`src/rtl/tl_pkg.sv`:
```
// tl_pkg: state encodings, lamp codes and phase lookup for the traffic phase sequencer
package tl_pkg;
  localparam logic [3:0] S_AG  = 4'd0, S_AY  = 4'd1, S_ALG = 4'd2, S_ALY = 4'd3;
  localparam logic [3:0] S_BG  = 4'd4, S_BY  = 4'd5, S_BLG = 4'd6, S_BLY = 4'd7;
  localparam logic [3:0] S_PED = 4'd8;
  localparam logic [1:0] GREEN = 2'b00, YELLOW = 2'b01, RED = 2'b10;
  // phase index 0..3 = A, AL, B, BL greens; 4 = pedestrian walk
  function automatic logic [3:0] green_of(input logic [2:0] i);
    return i == 3'd4 ? S_PED : {1'b0, i[1:0], 1'b0};
  endfunction
endpackage

```
`src/rtl/tl_phase_timer.sv`:
```
// tl_phase_timer: per-state cycle counter, cleared on state change, saturating at all-ones
module tl_phase_timer #(
  parameter int TW = 8
) (
  input  logic          clk,
  input  logic          reset_n,
  input  logic          clr_i,
  output logic [TW-1:0] cnt_o
);
  logic [TW-1:0] cnt_q, cnt_d;
  assign cnt_d = clr_i ? '0 : cnt_q + TW'(!(&cnt_q));
  always_ff @(posedge clk or negedge reset_n)
    if (!reset_n) cnt_q <= '0;
    else cnt_q <= cnt_d;
  assign cnt_o = cnt_q;
endmodule

```
`src/rtl/tl_phase_sequencer.sv`:
```
// tl_phase_sequencer: four-phase traffic sequencer with min/max green, fixed yellow,
// an all-red pedestrian walk phase and demand-driven phase skipping
module tl_phase_sequencer
  import tl_pkg::*;
#(
  parameter int TW        = 8,
  parameter int MIN_GREEN = 4,
  parameter int MAX_GREEN = 10,
  parameter int YELLOW_T  = 2,
  parameter int WALK_T    = 3
) (
  input  logic       clk,
  input  logic       reset_n,
  input  logic       Ta,
  input  logic       Tal,
  input  logic       Tb,
  input  logic       Tbl,
  input  logic       ped_req,
  output logic [1:0] La,
  output logic [1:0] Lal,
  output logic [1:0] Lb,
  output logic [1:0] Lbl,
  output logic       ped_walk,
  output logic [3:0] state
);
  localparam logic [TW-1:0] MIN_C  = TW'(MIN_GREEN - 1);
  localparam logic [TW-1:0] MAX_C  = TW'(MAX_GREEN - 1);
  localparam logic [TW-1:0] YEL_C  = TW'(YELLOW_T - 1);
  localparam logic [TW-1:0] WALK_C = TW'(WALK_T - 1);
  logic [3:0]      state_q, state_d;
  logic            ped_pend_q, ped_pend_d;
  logic [TW-1:0]   tmr;
  logic [4:0]      dem;
  logic [1:0]      ph;
  logic            go;
  logic [3:0][1:0] lamp;
  assign dem = {ped_pend_q, Tbl, Tb, Tal, Ta};
  assign ph  = state_q[2:1];
  // scan downward so the phase closest after p is the last (winning) assignment
  function automatic logic [3:0] next_green(input logic [2:0] p, input logic [4:0] d);
    logic [3:0] i;
    next_green = p < 3'd2 ? S_BG : S_AG;
    for (int k = 4; k >= 1; k--) begin
      i = {1'b0, p} + 4'(k);
      i = i >= 4'd5 ? i - 4'd5 : i;
      if (d[i[2:0]]) next_green = green_of(i[2:0]);
    end
  endfunction
  always_comb begin
    go = tmr >= MIN_C && |(dem & ~(5'd1 << ph)) && (!dem[{1'b0, ph}] || tmr >= MAX_C);
    state_d = state_q > S_PED  ? S_AG
            : state_q == S_PED ? (tmr == WALK_C ? next_green(3'd4, dem) : S_PED)
            : state_q[0]       ? (tmr == YEL_C ? next_green({1'b0, ph}, dem) : state_q)
            : go               ? state_q | 4'd1 : state_q;
    ped_pend_d = state_d == S_PED && state_q != S_PED ? 1'b0
               : ped_pend_q | (ped_req && state_q != S_PED);
  end
  always_ff @(posedge clk or negedge reset_n)
    if (!reset_n) begin
      state_q    <= S_AG;
      ped_pend_q <= 1'b0;
    end else begin
      state_q    <= state_d;
      ped_pend_q <= ped_pend_d;
    end
  tl_phase_timer #(.TW(TW)) u_timer (
    .clk    (clk),
    .reset_n(reset_n),
    .clr_i  (state_d != state_q),
    .cnt_o  (tmr)
  );
  always_comb begin
    lamp = {4{RED}};
    if (state_q < S_PED) lamp[ph] = state_q[0] ? YELLOW : GREEN;
  end
  assign {Lbl, Lb, Lal, La} = lamp;
  assign ped_walk = state_q == S_PED;
  assign state    = state_q;
endmodule

```
`config.mk`:
```
export PLATFORM = sky130hd
export DESIGN_NAME = tl_phase_sequencer
export DESIGN_NICKNAME = d
export VERILOG_FILES = /design/src/rtl/tl_pkg.sv /design/src/rtl/tl_phase_timer.sv /design/src/rtl/tl_phase_sequencer.sv
export SDC_FILE = /design/constraint.sdc
export NUM_CORES = 1
export LEC_CHECK = 0
export BUFFER_PORTS_ARGS = -buffer_cell sky130_fd_sc_hd__buf_2
export CAP_MARGIN = 30
export CORE_UTILIZATION = 57
export CTS_CLUSTER_SIZE = 8
export DETAILED_ROUTE_END_ITERATION = 6
export GPL_TIMING_DRIVEN = 0
export PLACE_DENSITY = 0.79
export SLEW_MARGIN = 15
export SYNTH_ARGS = -nofsm -noshare
export SYNTH_HDL_FRONTEND = slang
export SYNTH_SLANG_ARGS = --single-unit
```
`constraint.sdc`:
```
create_clock -name clk -period 3.47 [get_ports clk]
set_input_delay 0.347 -clock clk [delete_from_list [all_inputs] [get_ports clk]]
set_output_delay 0.347 -clock clk [all_outputs]
set_load 0.01 [all_outputs]
```
==> results of run 1 <==
==> layout make-up <==
class	instances	area (sq um)	area share (%)
clock buffers	4	26.28	1.638
well taps	28	35.03	2.184
repair buffers	20	105.1	6.552
flip-flops and latches	13	325.3	20.28
multi-input cells	134	1007	62.79
inverters	12	45.04	2.808
plain buffers	8	60.06	3.744
==> repair_timing <==
action	in CTS	in global routing
hold endpoints to repair	13	0
hold buffers	1	0
setup endpoints to repair	0	0
==> metrics by stage <==
step / total power [W] / area [sq um] / util, % / hold WS, ps / std cells
2_1_floorplan: 0.001183 / 1438 / - / 51.41 / 167
3_3_place_gp: 0.001432 / 1568 / 68.25 / 234.8 / 214
5_1_grt: 0.001734 / 1604 / 69.83 / 416.4 / 219
6_report: 0.001598 / 1604 / 69.83 / 396.1 / 219
4_1_cts: 0.001578 / 1604 / 69.83 / 384.3 / 219
3_5_place_dp: 0.001481 / 1568 / 68.25 / 239.5 / 214
==> path summary, 6_finish.rpt <==
kind                                         start                          to  slack, ps
worst max-delay path            state[2]$_DFF_PN0_  u_timer.cnt_o[6]$_DFF_PN0_        630
worst min-delay path                       ped_req        ped_pend_q$_DFF_PN0_        400
worst max register to register  state[2]$_DFF_PN0_  u_timer.cnt_o[6]$_DFF_PN0_        630
worst min register to register  state[0]$_DFF_PN0_          state[0]$_DFF_PN0_        610
max in group asynchronous                  reset_n  u_timer.cnt_o[3]$_DFF_PN0_       2760
min in group asynchronous                  reset_n  u_timer.cnt_o[4]$_DFF_PN0_        490
==> critical path, cell delays in order, from the launching register on <==
cell	delay, ps
dfrtp_1	610
inv_1	180
ha_1	310
buf_2	200
mux2i_1	320
nor3b_1	90
o32ai_1	320
o2111ai_2	170
a21oi_2	380
nor3_1	120
==> where the power goes <==
group | switching [W] | internal [W]
clock network | 0.0000477 | 0.0000446
registers | 0.0000889 | 0.000204
logic | 0.000690 | 0.000523
==> metal layers <==
| layer | up-vias | GRT usage, % |
|---|---|---|
| li1 | 675 | - |
| met1 | 687 | 39.63 |
| met2 | 74 | 49.15 |
| met3 | 10 | 4.638 |
| met4 | 0 | 9.649 |
| met5 | - | 0 |
==> state kept, by name (all words and copies together), names as in the netlist <==
register	cells
u_timer.cnt_o	8
ped_pend_q	1
state	4
==> placed cells by master (no fill, tap or decap), types with 3 or more instances in the layout <==
cell type and n:
a21oi_1 3, nor2_1 7, or2b_1 3, a31oi_1 3, nand2b_1 4, dfrtp_1 13
nand4_1 3, nor3_1 9, xor2_1 5, ha_1 10, nand3_1 9, nand2_1 5
mux2i_1 5, and3_1 3, buf_2 21, o21ai_0 12, inv_1 11, nor3b_1 5
clkbuf_4 4, o211ai_1 3
==> cells by family (layout without fill, tap and decap cells) <==
group / count (synthesis) / in the layout / synth area share [%]
mux: 9 / 9 / 7.658
buf+inv: 20 / 44 / 7.311
simple gates: 65 / 65 / 28.03
xor+xnor: 6 / 6 / 3.655
compound gates: 44 / 44 / 22.02
fa+ha+maj: 10 / 10 / 8.703
flops: 13 / 13 / 22.63
==> results by group, run 1 <==
Status
  – Status: completed

Cells and area
  – # nets final: 209
  – Area Overhead vs Synth: 11.58%
  – Fillers: 189
  – # diodes: 0
  – Ratio of cells with drive above 1 in the final layout: 22.51%

Pwr
  – Power Density: 996.2 mW/mm^2
  – Peak supply drop: 0.7066 mV
  – Leakage power: 0.7269 nW

STA
  – Min Tclk post-route: 2838 ps
  – Hold Violations, Final: 0
  – Worst Clk Skew: 2.354 ps
  – Slew Viols, Final: 0
  – Final period util: 81.80%
  – Setup TNS: 0 ps
  – Final Setup Violations: 0
  – Slew HR: 71.15%
  – RSZ-0062 raised after global routing: no
  – Max frequency: 0.3523 GHz
  – Final WS setup: 631.7 ps
  – Measured slew at the worst slew-check pin: 432.7 ps

Global routing
  – Vias in the first global route: 1,352
  – First-pass GRT wire length: 6003 microns
  – Initial antenna violation count: 0
  – Gr usage total: 29.73%
  – Pin count of the biggest net entering global routing: 14
  – GR Overflow Total: 0

Setup path
  – Critical Path End Type: flop
  – Largest fanout on the critical path: 11
  – Worst Path Required: 3620 ps
  – Critical path arrival: 2990 ps
  – Crit Path Category: flop to flop
  – R2r worst-path depth: 9
  – Critical Path Source Type: flop

Synthesis
  – Post-synthesis net count: 184
  – Dominant cell by count in the synthesized netlist: dfrtp_1
  – Register bit total from synthesis: 13
  – Cell variety after synth: 66
  – Post-synth top flop: dfrtp_1
  – Mapped Cells: 167
  – Post-synth EDFFs: 0
  – Post-synthesis sequential area ratio: 22.63%
  – Synth area leaders: dfrtp_1 (23%), ha_1 (8.7%), o21ai_0 (4.2%), mux2i_1 (3.5%), nand3_1 (3.1%)
  – YS warnings: 0
  – Mapped Area: 0.001438 sq mm
  – Yosys top cell by area: dfrtp_1
  – Top cell type's share of synthesized area: 22.63%
  – Synth Area per Inst: 8.609 sq um
  – Ys async rst share: 100.0%
  – Top post-synthesis cells by count: dfrtp_1 (13), o21ai_0 (12), inv_1 (11)

Drt
  – 1st-pass router iterations: 5
  – Wire per inst: 16.59 microns
  – Vias/cell: 6.603
  – ANT nets after route: 0
  – Routed wl met2: 1689 microns
  – Wirelength, routed: 3634 microns
  – 1st-iter DRT viols: 81
  – Met3 WL post-DR: 253 microns
  – Via count: 1,446
  – DR DRC count: 0
  – Highest routed layer: met4
  – DRT met1 WL: 1634 microns

Floorplan
  – Core Footprint: 0.002297 sq mm
  – Die H: 52.22 microns
  – Die span in x: 52.22 microns
  – Full die area: 0.002727 sq mm
  – Initial core utilization: 62.58%
  – Num rows: 17
  – Num ports: 20

Place
  – GP Congestion: 0.9096
  – Pre-CTS setup slack: 693.3 ps
  – Port Buf Inserts: 19
  – Detailed placement HPWL: 2767 microns

CTS
  – Post-CTS resize count: 0
  – Clock sinks: 13
  – Skew-Pair Late Insertion Delay: 270 ps
  – CTS tree: yes
  – CTS Root Cell: clkbuf_4
  – Total setup buffers inserted after CTS: 0
  – CTS buffer count: 3
  – Clk buf depth: 2
  – H-tree Lvls: 1
  – Reg clk slew, reported paths: 80 ps

Run
  – Number of max-cap violations: 0

Min path
  – Worst Hold Class: input pin to flop
  – Hold Path Depth: 3
No activity file was read; power rests on OpenSTA's default activity.
==> inputs of run 2 (changes only) <==
- CORE_UTILIZATION: 57 -> 52
- PLACE_DENSITY: 0.79 -> 0.76
- clock period: 3.47 -> 2.4 ns (I/O delays scaled with it)
==> results by group, run 2 (synthesis gave the netlist of run 1 again) <==
Status
  – Status: finished, violations left
  – Failing checks: negative setup slack

Setup path
  – Buf/Inv on CP: 2 (unchanged)
  – CP max stage delay: 500 ps (-110 ps)
  – Most frequent CP cell: buf_6
  – Family with the most delay on the worst path: compound AO/OA/AOI/OAI gates
  – Crit Path Category: flop to flop
  – Worst Path Required: 2600 ps (-1020 ps)
  – Critical path arrival: 2650 ps (-340 ps)
  – Slowest CP cell: or4_1
  – Critical Path End Type: flop
  – Critical Path Source Type: flop
  – Largest fanout on the critical path: 6 (-5)
  – CP cell instances: buf_6, ha_4, buf_6, mux2i_1, nor3_2, or4_1, a311oi_2, o311ai_2, a31oi_1

Pwr
  – Leakage power: 0.7942 nW (+9.3%)
  – Peak supply drop: 1.192 mV (+69%)
  – Power Density: 1587 mW/mm^2 (+59%)

CTS
  – Skew-Pair Late Insertion Delay: 280 ps (about the same)
  – H-tree Lvls: 1 (unchanged)
  – Reg clk slew, reported paths: 80 ps (about the same)
  – Clock sinks: 13 (unchanged)
  – CTS tree: yes
  – Clk buf depth: 2 (unchanged)
  – CTS buffer count: 3 (unchanged)
  – CTS Root Cell: clkbuf_4

Floorplan
  – Num rows: 18 (+1)
  – Core Footprint: 0.002545 sq mm (+11%)
  – Full die area: 0.002979 sq mm (+9.2%)
  – Die H: 54.58 microns (+4.5%)
  – Initial core utilization: 56.49% (-6.1 points)
  – Die span in x: 54.58 microns (+4.5%)
  – Num ports: 20 (unchanged)

Global routing
  – First-pass GRT wire length: 6058 microns (+0.92%)
  – Pin count of the biggest net entering global routing: 14 (unchanged)
  – GR Overflow Total: 0 (unchanged)
  – Vias in the first global route: 1,330 (-1.6%)
  – Gr usage total: 28.53% (-1.2 points)
  – Initial antenna violation count: 0 (unchanged)

STA
  – Final WS setup: -53.98 ps (-685.7 ps)
  – Final Setup Violations: 1 (+1)
  – Slew HR: 74.85% (+3.7 points)
  – Min Tclk post-route: 2454 ps (-384.3 ps)
  – Hold Violations, Final: 0 (unchanged)
  – RSZ-0062 raised after global routing: yes
  – Final period util: 102.2% (+20 points)
  – Measured slew at the worst slew-check pin: 373.3 ps (-59.41 ps)
  – Max frequency: 0.4075 GHz (+16%)
  – Hold Slack: 313.0 ps (-83.15 ps)
  – Slew Viols, Final: 0 (unchanged)
  – Worst Clk Skew: 8.457 ps (+6.103 ps)
  – Setup TNS: -53.98 ps (-53.98 ps)

Cells and area
  – Most frequent cells in the layout: buf_2 (20), o21ai_0 (11), dfrtp_1 (11)
  – # nets final: 219 (+4.8%)
  – Largest register FFs: 8 (unchanged)
  – Commonest non-fill, non-tap cell in the layout: buf_2
  – Final Cell Area: 0.001896 sq mm (+18%)
  – Fillers: 187 (-1.1%)
  – # diodes: 0 (unchanged)
  – Ratio of cells with drive above 1 in the final layout: 40.80% (+18 points)
  – Area Overhead vs Synth: 31.85%

Place
  – Port Buf Inserts: 19 (unchanged)
  – Placed cell area: 0.001580 sq mm (+0.80%)
  – GP Congestion: 0.8959 (-1.5%)
  – Pre-CTS setup slack: -233.2 ps (-926.4 ps)
  – Detailed placement HPWL: 2637 microns (-4.7%)

Run
  – Number of max-cap violations: 0 (unchanged)

Min path
  – Worst Hold Class: input pin to flop

Drt
  – Via count: 1,533 (+6.0%)
  – ANT nets after route: 0 (unchanged)
  – Wirelength, routed: 4445 microns (+22%)
  – Vias/cell: 6.636 (+0.51%)
  – DR DRC count: 0 (unchanged)
  – 1st-iter DRT viols: 56 (-31%)
  – 1st-pass router iterations: 4 (-1)
  – Wire per inst: 19.24 microns (+16%)
==> run 2: changes by cell type in the layout (fill, tap and decap cells not counted), moves of 3 or more <==
cell    change
buf_4       +8
ha_1        -5
ha_4        +3
inv_1       -3
nor3_1      -5
nor3_2      +5
==> run 2: metrics by stage <==
step | utilization [%] | total power, W | cells
final | 74.48 | 0.003008 | 231
after global routing | 74.48 | 0.003170 | 231
after CTS | 67.85 | 0.002540 | 227
after detailed placement | 62.09 | 0.002149 | 216
after global placement | 62.09 | 0.002093 | 216
after floorplan | - | 0.001729 | 167
==> run 2: path summary, 6_finish.rpt <==
check | start | to | slack, ps | cells past startpoint
worst max-delay path | state[2]$_DFF_PN0_ | ped_pend_q$_DFF_PN0_ | -50 | 9
worst min-delay path | ped_req | ped_pend_q$_DFF_PN0_ | 310 | 3
worst max register to register | state[2]$_DFF_PN0_ | ped_pend_q$_DFF_PN0_ | -50 | 9
worst min register to register | state[0]$_DFF_PN0_ | state[0]$_DFF_PN0_ | 620 | 1
max in group asynchronous | reset_n | state[1]$_DFF_PN0_ | 1770 | 2
min in group asynchronous | reset_n | u_timer.cnt_o[6]$_DFF_PN0_ | 380 | 2
==> run 2: area by class of cell <==
cell class                      count  area [sq um]  share of cell area, %
Buffer                              7         51.30                  2.706
Timing Repair Buffer               31         207.7                  10.96
Tap cell                           30         37.54                  1.980
Inverter                           12         55.05                  2.904
Sequential cell                    13         327.8                  17.29
Multi-Input combinational cell    134          1190                  62.77
Clock buffer                        4         26.28                  1.386
==> run 2: timing repair <==
action,in CTS,in global routing
buffers inserted,6,6
pin swaps,16,10
hold buffers,1,0
hold endpoints to repair,13,0
resized for setup,14,26
endpoints found under the setup margin,11,11
==> run 2: tightest hold or removal path, stage by stage <==
cell	delay, ps
buf_2	100
a21oi_1	140
a31oi_1	70
==> run 2: routing by layer <==
metal	up-vias	GRT usage [%]	routed length (microns)
met1	732	34.86	1769
met4	0	11.11	132
met2	81	47.79	2228
met3	21	6.667	314
li1	699	-	-
met5	-	0	0
==> run 2: where the power goes <==
group / total [W] / internal [W] / switching, W
clock network: 0.000135 / 0.0000644 / 0.0000706
registers: 0.000412 / 0.000299 / 0.000112
logic: 0.00246 / 0.00111 / 0.00135
